File: config.mk
export PLATFORM = sky130hd
export DESIGN_NAME = dmi_req_sequencer_flat
export DESIGN_NICKNAME = d
export VERILOG_FILES = /design/src/rtl/dmi_req_sequencer_if.sv /design/src/rtl/dmi_req_sequencer.sv /design/src/flat_wrapper.sv
export SDC_FILE = /design/constraint.sdc
export NUM_CORES = 1
export LEC_CHECK = 0
export ABC_AREA = 1
export BUFFER_PORTS_ARGS = -buffer_cell sky130_fd_sc_hd__buf_4
export CAP_MARGIN = 20
export CORE_MARGIN = 3
export CORE_UTILIZATION = 42
export CTS_CLUSTER_SIZE = 12
export DETAILED_ROUTE_END_ITERATION = 10
export MAX_ROUTING_LAYER = met4
export PLACE_DENSITY = 0.79
export SYNTH_ARGS = -nofsm -noshare
export SYNTH_HDL_FRONTEND = slang
export SYNTH_SLANG_ARGS = --single-unit
File: constraint.sdc
create_clock -name CLK_I -period 2.29 [get_ports CLK_I]
set_input_delay 0.1145 -clock CLK_I [delete_from_list [all_inputs] [get_ports CLK_I]]
set_output_delay 0.1145 -clock CLK_I [all_outputs]
set_load 0.005 [all_outputs]
File: src/rtl/dmi_req_sequencer_if.sv
// DMI request/response channel between the sequencer (master) and the Debug Module (slave).
// Request word {addr, op, data}; response word {data, resp}.
interface dmi_req_sequencer_if #(
   parameter int ABITS = 7
);
   logic               req_valid;
   logic               req_ready;
   logic [ABITS+33:0]  req;
   logic               resp_valid;
   logic               resp_ready;
   logic [33:0]        resp;

   modport master (
      output req_valid, req, resp_ready,
      input  req_ready, resp_valid, resp
   );

   modport slave (
      input  req_valid, req, resp_ready,
      output req_ready, resp_valid, resp
   );
endinterface

File: src/rtl/dmi_req_sequencer.sv
// TAP-to-DMI sequencer: one DMI handshake per held TAP request, 1-cycle done pulse, sticky error.
// Capture->req_valid 1 cycle, resp->done 1 cycle; waits on DM backpressure (timeout abort when DMI_REQ_SEQUENCER_TIMEOUT_EN).
module dmi_req_sequencer #(
   parameter int ABITS          = 7,
   parameter int TIMEOUT_CYCLES = 1000
) (
   input  logic                 CLK_I,
   input  logic                 RST_I,
   input  logic                 TAP_READ_I,
   input  logic                 TAP_WRITE_I,
   input  logic [ABITS+33:0]    TAP_DMI_I,
   output logic [ABITS+33:0]    TAP_DMI_O,
   output logic                 TAP_DONE_O,
   input  logic                 HARD_RESET_I,
   input  logic                 ERR_CLR_I,
   output logic [1:0]           DMI_ERROR_O,
   dmi_req_sequencer_if.master  dmi
);

   localparam int W = ABITS + 34;

   typedef enum logic [2:0] {
      ST_IDLE,
      ST_REQ,
      ST_RESP,
      ST_DONE,
      ST_RELEASE
   } state_t;

   state_t          state;
   logic [W-1:0]    req_q;
   logic [W-1:0]    tap_q;
   logic            req_vld_q;
   logic            resp_rdy_q;
   logic            done_q;
   logic [1:0]      err_q;
   logic [1:0]      err_set;
   logic            abort;
   logic [1:0]      tap_op_unused;

   assign tap_op_unused = TAP_DMI_I[33:32];

`ifdef DMI_REQ_SEQUENCER_TIMEOUT_EN
   localparam int            TW   = $clog2(TIMEOUT_CYCLES);
   localparam logic [TW-1:0] TMAX = TW'(TIMEOUT_CYCLES - 1);

   logic [TW-1:0] timer_q;
   logic          waiting;
   logic          timeout_hit;

   assign waiting     = (state == ST_REQ) || (state == ST_RESP);
   assign timeout_hit = waiting && (timer_q == TMAX);
   // A handshake in the final cycle still counts as accepted.
   assign abort       = timeout_hit &&
                        !((state == ST_REQ)  && dmi.req_ready) &&
                        !((state == ST_RESP) && dmi.resp_valid);

   always_ff @(posedge CLK_I or posedge RST_I) begin
      if (RST_I) begin
         timer_q <= '0;
      end else if (HARD_RESET_I) begin
         timer_q <= '0;
      end else if (((state == ST_REQ && !dmi.req_ready) ||
                    (state == ST_RESP && !dmi.resp_valid)) && !timeout_hit) begin
         timer_q <= timer_q + 1'b1;
      end else begin
         timer_q <= '0;
      end
   end
`else
   localparam int TIMEOUT_CYCLES_UNUSED = TIMEOUT_CYCLES;

   assign abort = 1'b0;
`endif

   always_comb begin
      err_set = 2'd0;
      if (state == ST_RESP && dmi.resp_valid && dmi.resp[1]) begin
         err_set = dmi.resp[1:0];
      end else if (abort) begin
         err_set = 2'd3;
      end
   end

   always_ff @(posedge CLK_I or posedge RST_I) begin
      if (RST_I) begin
         state      <= ST_IDLE;
         req_q      <= '0;
         tap_q      <= '0;
         req_vld_q  <= 1'b0;
         resp_rdy_q <= 1'b1;
         done_q     <= 1'b0;
         err_q      <= 2'd0;
      end else if (HARD_RESET_I) begin
         state      <= ST_IDLE;
         req_vld_q  <= 1'b0;
         resp_rdy_q <= 1'b1;
         done_q     <= 1'b0;
         err_q      <= 2'd0;
      end else begin
         done_q <= 1'b0;

         // First error sticks; a same-cycle clear beats a set.
         if (ERR_CLR_I) begin
            err_q <= 2'd0;
         end else if (err_q == 2'd0 && err_set != 2'd0) begin
            err_q <= err_set;
         end

         case (state)
            ST_IDLE: begin
               if (TAP_WRITE_I || TAP_READ_I) begin
                  req_q      <= {TAP_DMI_I[W-1:34],
                                 TAP_WRITE_I ? 2'd2 : 2'd1,
                                 TAP_WRITE_I ? TAP_DMI_I[31:0] : 32'd0};
                  req_vld_q  <= 1'b1;
                  resp_rdy_q <= 1'b0;
                  state      <= ST_REQ;
               end
            end
            ST_REQ: begin
               if (dmi.req_ready) begin
                  req_vld_q  <= 1'b0;
                  resp_rdy_q <= 1'b1;
                  state      <= ST_RESP;
               end else if (abort) begin
                  req_vld_q  <= 1'b0;
                  resp_rdy_q <= 1'b1;
                  tap_q      <= {req_q[W-1:34], 2'd3, 32'd0};
                  done_q     <= 1'b1;
                  state      <= ST_DONE;
               end
            end
            ST_RESP: begin
               if (dmi.resp_valid) begin
                  tap_q  <= {req_q[W-1:34], dmi.resp[1:0], dmi.resp[33:2]};
                  done_q <= 1'b1;
                  state  <= ST_DONE;
               end else if (abort) begin
                  tap_q  <= {req_q[W-1:34], 2'd3, 32'd0};
                  done_q <= 1'b1;
                  state  <= ST_DONE;
               end
            end
            ST_DONE: begin
               state <= ST_RELEASE;
            end
            ST_RELEASE: begin
               // Held requests are not reissued; wait for the TAP to let go.
               if (!TAP_READ_I && !TAP_WRITE_I) begin
                  state <= ST_IDLE;
               end
            end
            default: begin
               state <= ST_IDLE;
            end
         endcase
      end
   end

   assign dmi.req_valid  = req_vld_q;
   assign dmi.req        = req_q;
   assign dmi.resp_ready = resp_rdy_q;
   assign TAP_DMI_O      = tap_q;
   assign TAP_DONE_O     = done_q;
   assign DMI_ERROR_O    = err_q;

endmodule

File: src/flat_wrapper.sv
// flat-port wrapper written by rule: the top's interface ports become plain ports
module dmi_req_sequencer_flat 
#(
   parameter int ABITS          = 7,
   parameter int TIMEOUT_CYCLES = 1000
)
  (CLK_I, RST_I, TAP_READ_I, TAP_WRITE_I, TAP_DMI_I, TAP_DMI_O, TAP_DONE_O, HARD_RESET_I, ERR_CLR_I, DMI_ERROR_O, dmi_req_valid, dmi_req, dmi_resp_ready, dmi_req_ready, dmi_resp_valid, dmi_resp);
  dmi_req_sequencer_if #(.ABITS(ABITS)) dmi_i ();
  input  logic CLK_I;
  input  logic RST_I;
  input  logic TAP_READ_I;
  input  logic TAP_WRITE_I;
  input  logic [ABITS+33:0] TAP_DMI_I;
  output logic [ABITS+33:0] TAP_DMI_O;
  output logic TAP_DONE_O;
  input  logic HARD_RESET_I;
  input  logic ERR_CLR_I;
  output logic [1:0] DMI_ERROR_O;
  output wire logic [$bits(dmi_i.req_valid)-1:0] dmi_req_valid;
  output wire logic [$bits(dmi_i.req)-1:0] dmi_req;
  output wire logic [$bits(dmi_i.resp_ready)-1:0] dmi_resp_ready;
  input wire logic [$bits(dmi_i.req_ready)-1:0] dmi_req_ready;
  input wire logic [$bits(dmi_i.resp_valid)-1:0] dmi_resp_valid;
  input wire logic [$bits(dmi_i.resp)-1:0] dmi_resp;
  assign dmi_req_valid = dmi_i.req_valid;
  assign dmi_req = dmi_i.req;
  assign dmi_resp_ready = dmi_i.resp_ready;
  assign dmi_i.req_ready = dmi_req_ready;
  assign dmi_i.resp_valid = dmi_resp_valid;
  assign dmi_i.resp = dmi_resp;
  dmi_req_sequencer #(.ABITS(ABITS), .TIMEOUT_CYCLES(TIMEOUT_CYCLES)) u_core (.CLK_I(CLK_I), .RST_I(RST_I), .TAP_READ_I(TAP_READ_I), .TAP_WRITE_I(TAP_WRITE_I), .TAP_DMI_I(TAP_DMI_I), .TAP_DMI_O(TAP_DMI_O), .TAP_DONE_O(TAP_DONE_O), .HARD_RESET_I(HARD_RESET_I), .ERR_CLR_I(ERR_CLR_I), .DMI_ERROR_O(DMI_ERROR_O), .dmi(dmi_i));
endmodule
# --- After elaboration in Yosys (flattened, before gate mapping) ---
# Index checks and enable logic that the tools add are counted.
word_totals:
  word_cells: 55
  reg_bits: 90
  output_inout_bits: 87
op_classes:
  bitwise: 1
  n_eq_ne: 8
  muxes: 23
  n_reduce_logical: 16
op_table:
  columns: ["cell", "n"]
  rows:
  - ["$mux 32", 1]
  - ["$mux 3", 5]
  - ["$pmux 3 s5", 1]
  - ["$mux 2", 5]
  - ["$mux 1", 9]
  - ["$reduce_and 3->1", 3]
  - ["$eq 3x2->1 const B", 2]
  - ["$ne 3x2->1 const B", 2]
  - ["$ne 3x3->1 const B", 2]
  - ["$reduce_bool 3->1", 2]
  - ["$logic_and 1x1->1", 4]
  - ["$pmux 1 s2", 2]
  - ["$reduce_and 4->1", 1]
  - ["$eq 3x1->1 const B", 1]
  - ["$eq 3x3->1 const B", 1]
  - ["$logic_not 3->1", 1]
  - ["$logic_not 1->1", 2]
  - ["$logic_not 2->1", 1]
  - ["$reduce_bool 2->1", 1]
  - ["$logic_or 1x1->1", 1]
  - ["$not 1->1", 1]

# --- Depth between registers and ports, before layout ---
# Gate-level depths: netlist of the first run.
depth:
  word_depth: 9
  ltp_mapped: 8

# --- Worst setup path after synthesis of the first run ---
# Ideal clock, no wire load.
synth_timing:
  kind: "flip-flop to flip-flop"
  start: "reg u_core.state[0]"
  end: "reg u_core.req_q[0], in the netlist u_core.dmi.req[0]"
  t_required_ns: 2.174
  stages_incl_launch_ff: 8
  synth_period_minus_slack_ns: 1.256
  setup_slack_ns: 1.034
  arrival_ns: 1.139
  path_cell_list: "dfrtp_1 > nor2_4 > nand3_4 > nor2_8 > inv_4 > buf_6 > nand2_1 > nand2_1"
synth_between:
  elab_chain_cells: 2
synth_lines:
  columns: ["item", "line", "text"]
  rows:
  - ["start, declared", "dmi_req_sequencer.sv:30", "state_t state;"]
  - ["start signal, assigned", "dmi_req_sequencer.sv:87", "state <= ST_IDLE;"]
  - ["start signal, assigned", "dmi_req_sequencer.sv:95", "state <= ST_IDLE;"]
  - ["start signal, assigned", "dmi_req_sequencer.sv:118", "state <= ST_REQ;"]
  - ["$logic_not 3->1", "dmi_req_sequencer.sv:110", "case (state)"]
  - ["$reduce_and 3->1 (no source line)", null, null]
  - ["end signal, assigned", "dmi_req_sequencer.sv:113", "req_q <= {TAP_DMI_I[W-1:34],"]
  - ["end, declared", "dmi_req_sequencer.sv:31", "logic [W-1:0] req_q;"]
# Every way passes these cells.
# A chain may end at the register's enable or synchronous reset.

# --- Worst setup path in the final report of the first run ---
layout_timing:
  start: "reg u_core.state[0]"
  end: "reg u_core.req_q[3], in the netlist u_core.dmi.req[3]"
# The elaborated chain is that of the path after synthesis.

==> results of run 1 <==
## Yosys cell counts, drive strengths merged
library cell  instances  area (um2)
nand2               224         851
dfrtp                89        2230
inv                  22        85.1
o21ai                18        90.1
buf                  15         128
nor2                 15        95.1
nand3                10        62.6
a21oi                 3        15.0
nand4                 2        12.5
dfstp                 1        26.3
nor3                  1        5.00
or2                   1        6.26
## final cells by class
cell class	instances	area, um2	area share
Tap cell	105	131	0.0224
Clock buffer	9	124	0.0211
Multi-Input combinational cell	274	1140	0.194
Inverter	22	88.8	0.0151
Clock inverter	7	101	0.0173
Timing Repair Buffer	245	2040	0.347
Sequential cell	90	2250	0.384
## per-stage QoR
| step | cells | utilization |
|---|---|---|
| 6_report | 752 | 0.711 |
| 3_5_place_dp | 662 | 0.594 |
| 3_3_place_gp | 662 | 0.594 |
| 4_1_cts | 752 | 0.711 |
| 2_1_floorplan | 401 | - |
| 5_1_grt | 752 | 0.711 |
## final timing paths
path	startpoint	endpoint	slack, ns	cells after the start
worst max-delay path	u_core.state[0]$_DFFE_PP0P_	u_core.dmi.req[3]$_DFFE_PP0P_	0.55	5
worst min-delay path	HARD_RESET_I	u_core.state[2]$_DFFE_PP0P_	0.08	2
worst max register to register	u_core.state[0]$_DFFE_PP0P_	u_core.dmi.req[3]$_DFFE_PP0P_	0.55	5
worst min register to register	u_core.dmi.resp_ready$_DFFE_PP1P_	u_core.dmi.resp_ready$_DFFE_PP1P_	0.47	2
max in group asynchronous	RST_I	u_core.TAP_DMI_O[14]$_DFFE_PP0P_	1.34	4
min in group asynchronous	RST_I	u_core.dmi.req[14]$_DFFE_PP0P_	0.29	3
## placed cells by master, fill, tap and decap left out, types with 3 or more instances in the layout
master           n
clkbuf_8         9
inv_1           16
a21oi_1          3
nor2_4           3
nand2_1        222
o21ai_1          5
buf_4          170
nand3_1          9
dlygate4sd3_1   74
o21ai_0         13
inv_2            4
dfrtp_1         89
clkinvlp_4       3
nor2_1          11
## state kept, by name, summed over array words and instances (netlist names)
| signal | flops |
|---|---|
| u_core.TAP_DMI_O | 41 |
| u_core.dmi.req_valid | 1 |
| u_core.dmi.resp_ready | 1 |
| u_core.dmi.req | 41 |
| u_core.DMI_ERROR_O | 2 |
| u_core.TAP_DONE_O | 1 |
| u_core.state | 3 |
## layer usage
layer	global-route usage	vias to the layer above	wire length, um
met5	-	-	0
met4	0.0767	0	159
met3	0.0559	16	978
met2	0.353	172	4960
met1	0.293	1641	4570
li1	-	1702	-
## where the power goes
group	total, uW	internal [uW]	switching [uW]	leakage (uW)
clock network	1200	624	572	0.000106
registers	2640	2240	397	0.00115
logic	2380	1260	1120	0.00197
## cells by family (layout without fill, tap and decap cells)
logic type | after synthesis | count (layout)
buffers and inverters | 37 | 283
AO/OA/AOI/OAI | 21 | 21
flip-flops | 90 | 90
AND/OR/NAND/NOR | 253 | 253
## critical path, delay by kind of cell, from the launching register on
kind,cells,cell delay [ns]
flip-flops,1,0.48
AND/OR/NAND/NOR,5,1.17
## repair_timing
action,CTS,global route
hold buffers,74,0
setup buffers,0,0
resized for setup,0,0
hold endpoints to repair,86,0
==> impl_metrics.sql, run 1 <==
INSERT INTO impl_metrics (metric_group, metric, value, unit) VALUES
('run_status', 'run_status', 'completed', ''),
('route', 'routed_wire_length_per_instance', '14.2', 'um'),
('synthesis', 'syn_inst', '401', ''),
('power', 'power-per-cell-area', '1060', 'mW/mm2'),
('synthesis', 'synthSimpleGateAreaFrac', '0.286', ''),
('die', 'top_level_ports', '170', ''),
('place', 'placement.io_buffers', '167', ''),
('synthesis', 'synthDistinctLibCells', '22', ''),
('die', 'dieArea', '0.00973', 'mm2'),
('sta', 'worst_pin_slew', '0.726', 'ns'),
('die', 'design.core.area', '0.00826', 'mm2'),
('route', 'detailroute.via_count', '3531', ''),
('setup_path', 'cp_cell_sequence', 'nor2_4 > nand3_4 > nor2_4 > nand2_1 > nand2_1', ''),
('power', 'power.ir.vdd_worst', '0.529', 'mV'),
('synthesis', 'yosys.area_share.adder', '0', ''),
('clock_network', 'insertion_delay', '0.34', 'ns'),
('clock_network', 'clock-root-buffer', 'clkbuf_8', ''),
('power', 'p_leak', '0.00322', 'uW'),
('setup_path', 'critPathMaxFanout', '33', ''),
('sta', 'timing.slew.headroom', '0.515', ''),
('sta', 'final.period_utilization', '0.758', ''),
('grt', 'antenna_violations_before_repair', '0', ''),
('setup_path', 'cp.required', '2.57', 'ns'),
('route', 'post_drt_via_cell_ratio', '4.70', ''),
('clock_network', 'cts.htree.levels', '3', ''),
('die', 'initial_utilization', '0.436', ''),
('synthesis', 'synth_compound_area_frac', '0.0292', ''),
('sta', 'setup_violating_endpoint_count_in_the_final_report', '0', ''),
('setup_path', 'critical_path.endpoint_type', 'flop', ''),
('clock_network', 'cts-buffers-inserted', '9', ''),
('route', 'detail_route.drc_violations', '0', ''),
('finish', 'drive_gt1_frac', '0.312', ''),
('synthesis', 'synth_sequential_area_ratio', '0.625', ''),
('setup_path', 'crit_type', 'flop to flop', ''),
('flow_run', 'maxCapViolations', '0', ''),
('grt', 'grt_max_degree', '50', ''),
('clock_network', 'tritoncts', 'yes', ''),
('sta', 'final-hold-violation-count', '0', ''),
('grt', 'first_global_vias', '3624', ''),
('sta', 'worst_clock_skew', '0.0102', 'ns'),
('setup_path', 'cp-start-kind', 'flop', ''),
('place', 'dpl.hpwl', '6460', 'um'),
('finish', 'num_antenna_cells', '0', ''),
('synthesis', 'postSynthAreaPerCell', '8.99', 'um2'),
('synthesis', 'yosys-mux-area-fraction', '0', ''),
('route', 'detailedRoute.firstPassIterationCount', '5', ''),
('power', 'fin_total_pwr', '6210', 'uW'),
('finish', 'fillerInstances', '541', ''),
('place', 'dpl-instance-area', '0.00491', 'mm2'),
('route', 'postRouteWirelength', '10700', 'um'),
('clock_network', 'clock_path_buffers', '2', ''),
('grt', 'wire_length_of_the_first_global_routing_pass', '17300', 'um'),
('place', 'dpl_worst_slack', '0.627', 'ns'),
('clock_network', 'cts.clk_slew.worst_paths', '0.09', 'ns'),
('sta', 'final-max-slew-violation-count', '0', ''),
('clock_network', 'tritoncts_num_sinks', '90', ''),
('synthesis', 'postSynthNetCount', '484', ''),
('finish', 'final_non_filler_cell_area', '0.00587', 'mm2'),
('sta', 'setup_repair_after_global_routing_missed_its_margin', 'no', ''),
('setup_path', 'critical-path-slowest-cell', 'nor2_4', ''),
('die', 'placement_rows', '33', ''),
('sta', 'post-route-worst-setup-slack', '0.555', 'ns'),
('synthesis', 'yosys_warnings', '0', ''),
('grt', 'grt_use_total', '0.227', ''),
('synthesis', 'combinational_family_with_the_most_area_after_synthesis', 'simple AND/OR/NAND/NOR gates', ''),
('sta', 'final.setup.tns', '0', 'ns'),
('grt', 'grt_overflow_total', '0', ''),
('finish', 'areaGrowthSynthToFinish', '63.0', '%'),
('route', 'detail_route.iter0.violations', '154', ''),
('place', 'place.gp.congestion', '0.867', ''),
('setup_path', 'slowest_delay', '0.58', 'ns'),
('sta', 'period_needed', '1.74', 'ns'),
('sta', 'hold_ws', '0.0772', 'ns'),
('sta', 'fmaxAchievable', '576', 'MHz'),
('die', 'dieHeight', '98.6', 'um'),
('die', 'floorplan.die.width', '98.6', 'um'),
('finish', 'final_net_count', '725', ''),
('synthesis', 'yosys_register_bits', '90', ''),
('synthesis', 'xor_xnor_fraction_of_synth_area', '0', ''),
('synthesis', 'netlist_area', '0.00360', 'mm2'),
('setup_path', 'critPathArrivalTime', '2.01', 'ns'),
('route', 'antenna_violating_nets_post_route', '0', ''),
('worst_hold_path', 'hold_path_class', 'input port to flop', '');
Power figures use the tool's default switching activity.
==> inputs of run 2 (changes only) <==
- CORE_UTILIZATION: 42 -> 46
- PLACE_DENSITY: 0.79 -> 0.82
- clock period: 2.29 -> 1.78 ns (I/O delays scaled with it)
==> run 2 against run 1 <==
  * Die area decreased by 8.2%
  * Via count increased by 3.8%
  * Hold slack lost 0.058 ns
  * Critical path type unchanged
  * Clock skew increased by 0.0020 ns
  * Largest power group unchanged
  * Global-route usage is 5.3 points higher
==> impl_metrics.sql, run 2 (synthesized netlist as in run 1, its figures left out) <==
INSERT INTO impl_metrics (metric_group, metric, value, unit) VALUES
('finish', 'fillerInstances', '411', ''),
('die', 'initial_utilization', '0.486', ''),
('sta', 'timing.slew.headroom', '0.687', ''),
('sta', 'final-hold-violation-count', '0', ''),
('clock_network', 'cts-buffers-inserted', '9', ''),
('setup_path', 'critical_path.endpoint_type', 'flop', ''),
('clock_network', 'tritoncts_num_sinks', '90', ''),
('setup_path', 'critical_path.endpoint', 'u_core.TAP_DMI_O[17]$_DFFE_PP0P_', ''),
('route', 'post_drt_via_cell_ratio', '4.90', ''),
('setup_path', 'slowest_delay', '0.45', 'ns'),
('die', 'dieArea', '0.00893', 'mm2'),
('die', 'floorplan.die.width', '94.5', 'um'),
('finish', 'drive_gt1_frac', '0.314', ''),
('power', 'power.ir.vdd_worst', '0.802', 'mV'),
('power', 'power-per-cell-area', '1380', 'mW/mm2'),
('die', 'design.core.area', '0.00741', 'mm2'),
('sta', 'setup_repair_after_global_routing_missed_its_margin', 'no', ''),
('place', 'placement.io_buffers', '167', ''),
('place', 'place.gp.congestion', '0.819', ''),
('sta', 'final.period_utilization', '0.879', ''),
('setup_path', 'ff2ff_path_depth', '8', ''),
('setup_path', 'cp-start-kind', 'flop', ''),
('place', 'dpl.hpwl', '6670', 'um'),
('sta', 'hold_ws', '0.0194', 'ns'),
('power', 'p_leak', '0.00324', 'uW'),
('sta', 'period_needed', '1.56', 'ns'),
('sta', 'final.setup.tns', '0', 'ns'),
('grt', 'antenna_violations_before_repair', '0', ''),
('setup_path', 'critical-path-slowest-cell', 'dfrtp_1', ''),
('sta', 'worst_clock_skew', '0.0122', 'ns'),
('clock_network', 'clock_path_buffers', '2', ''),
('setup_path', 'critPathArrivalTime', '1.85', 'ns'),
('clock_network', 'cts.htree.levels', '3', ''),
('die', 'top_level_ports', '170', ''),
('finish', 'final_net_count', '727', ''),
('clock_network', 'ctsResizeCount', '0', ''),
('setup_path', 'crit-reg2reg-capture', 'u_core.TAP_DMI_O[17]$_DFFE_PP0P_', ''),
('grt', 'wire_length_of_the_first_global_routing_pass', '18400', 'um'),
('setup_path', 'cp_cell_sequence', 'inv_2 > nand2_2 > nor2_4 > nand2_4 > inv_2 > buf_12 > nand2_1 > nand2_1', ''),
('sta', 'worst_pin_slew', '0.469', 'ns'),
('route', 'postRouteWirelength', '11800', 'um'),
('power', 'fin_total_pwr', '8120', 'uW'),
('clock_network', 'insertion_delay', '0.36', 'ns'),
('route', 'detail_route.drc_violations', '0', ''),
('place', 'count_of_placed_standard_cells_including_taps', '658', ''),
('grt', 'grt_use_total', '0.280', ''),
('setup_path', 'reg2reg_from', 'u_core.state[2]$_DFFE_PP0P_', ''),
('finish', 'mostFrequentLayoutCells', '222 x nand2_1, 170 x buf_4, 89 x dfrtp_1', ''),
('worst_hold_path', 'worst_hold_launch', 'HARD_RESET_I', ''),
('setup_path', 'crit_type', 'flop to flop', ''),
('setup_path', 'cp.required', '2.07', 'ns'),
('finish', 'fin_util', '0.796', ''),
('run_status', 'run_status', 'completed', ''),
('clock_network', 'clock-root-buffer', 'clkbuf_8', ''),
('worst_hold_path', 'hold_path_class', 'input port to flop', ''),
('grt', 'grt_overflow_total', '0', ''),
('die', 'placement_rows', '31', ''),
('grt', 'grt_max_degree', '91', ''),
('clock_network', 'tritoncts', 'yes', ''),
('finish', 'final_common_cell', 'nand2_1', ''),
('route', 'routed_wire_length_per_instance', '15.7', 'um'),
('sta', 'fmaxAchievable', '639', 'MHz'),
('finish', 'num_antenna_cells', '0', ''),
('route', 'antenna_violating_nets_post_route', '0', ''),
('finish', 'layoutNonFillerInstCount', '748', ''),
('route', 'detailedRoute.firstPassIterationCount', '7', ''),
('die', 'dieHeight', '94.5', 'um'),
('flow_run', 'maxCapViolations', '0', ''),
('setup_path', 'startpoint', 'u_core.state[2]$_DFFE_PP0P_', ''),
('sta', 'final-max-slew-violation-count', '0', ''),
('route', 'detailroute.via_count', '3666', ''),
('setup_path', 'critPathMaxFanout', '25', ''),
('setup_path', 'r2r_slack', '0.22', 'ns'),
('grt', 'first_global_vias', '3773', ''),
('sta', 'setup_violating_endpoint_count_in_the_final_report', '0', ''),
('finish', 'areaGrowthSynthToFinish', '63.7', '%'),
('route', 'detail_route.iter0.violations', '212', ''),
('clock_network', 'cts.clk_slew.worst_paths', '0.09', 'ns');
## run 2: metal layers
layer,track usage,part of all wire
met4,0.126,0.030
met5,-,0
met1,0.332,0.39
met3,0.0653,0.094
met2,0.456,0.48
## run 2: through the flow
stage	worst slack (ns)	area (um2)
after floorplan	0.524	3610
after global placement	0.357	4940
after detailed placement	0.314	4940
after CTS	0.268	5900
after global routing	0.114	5900
final	0.215	5900
## run 2: repair_timing
action,4_1_cts,5_1_grt
setup buffers,0,0
hold endpoints to repair,163,0
hold buffers,74,0
## run 2: final cells by class
type	instances	area (um2)	area share
Clock buffer	9	124	0.0210
Clock inverter	7	93.8	0.0159
Inverter	22	88.8	0.0151
Multi-Input combinational cell	274	1140	0.193
Sequential cell	90	2250	0.382
Tap cell	99	124	0.0210
Timing Repair Buffer	247	2080	0.352
## run 2: how the worst min path moves through the flow
stage / end / slack [ns] / cells past startpoint
after detailed placement: u_core.dmi.req[12]$_DFFE_PP0P_ / 0.27 / 3
after global placement: u_core.dmi.req[12]$_DFFE_PP0P_ / 0.26 / 3
final: u_core.state[2]$_DFFE_PP0P_ / 0.02 / 2
after CTS: u_core.state[2]$_DFFE_PP0P_ / 0.0008 / 2
after global routing: u_core.state[2]$_DFFE_PP0P_ / 0.02 / 2
after floorplan: u_core.state[2]$_DFFE_PP0P_ / 0.20 / 1
## run 2: power breakdown
part	leakage [uW]	switching [uW]	internal (uW)
clock	0.000105	715	788
sequential	0.00115	556	2890
combinational	0.00198	1520	1660
total	0.00323	2790	5330
## run 2: worst max-delay path: cells and delay by family, from the launching register on
kind          cells  cell delay, ns
simple gates      5            0.53
buf+inv           3            0.51
flops             1            0.45
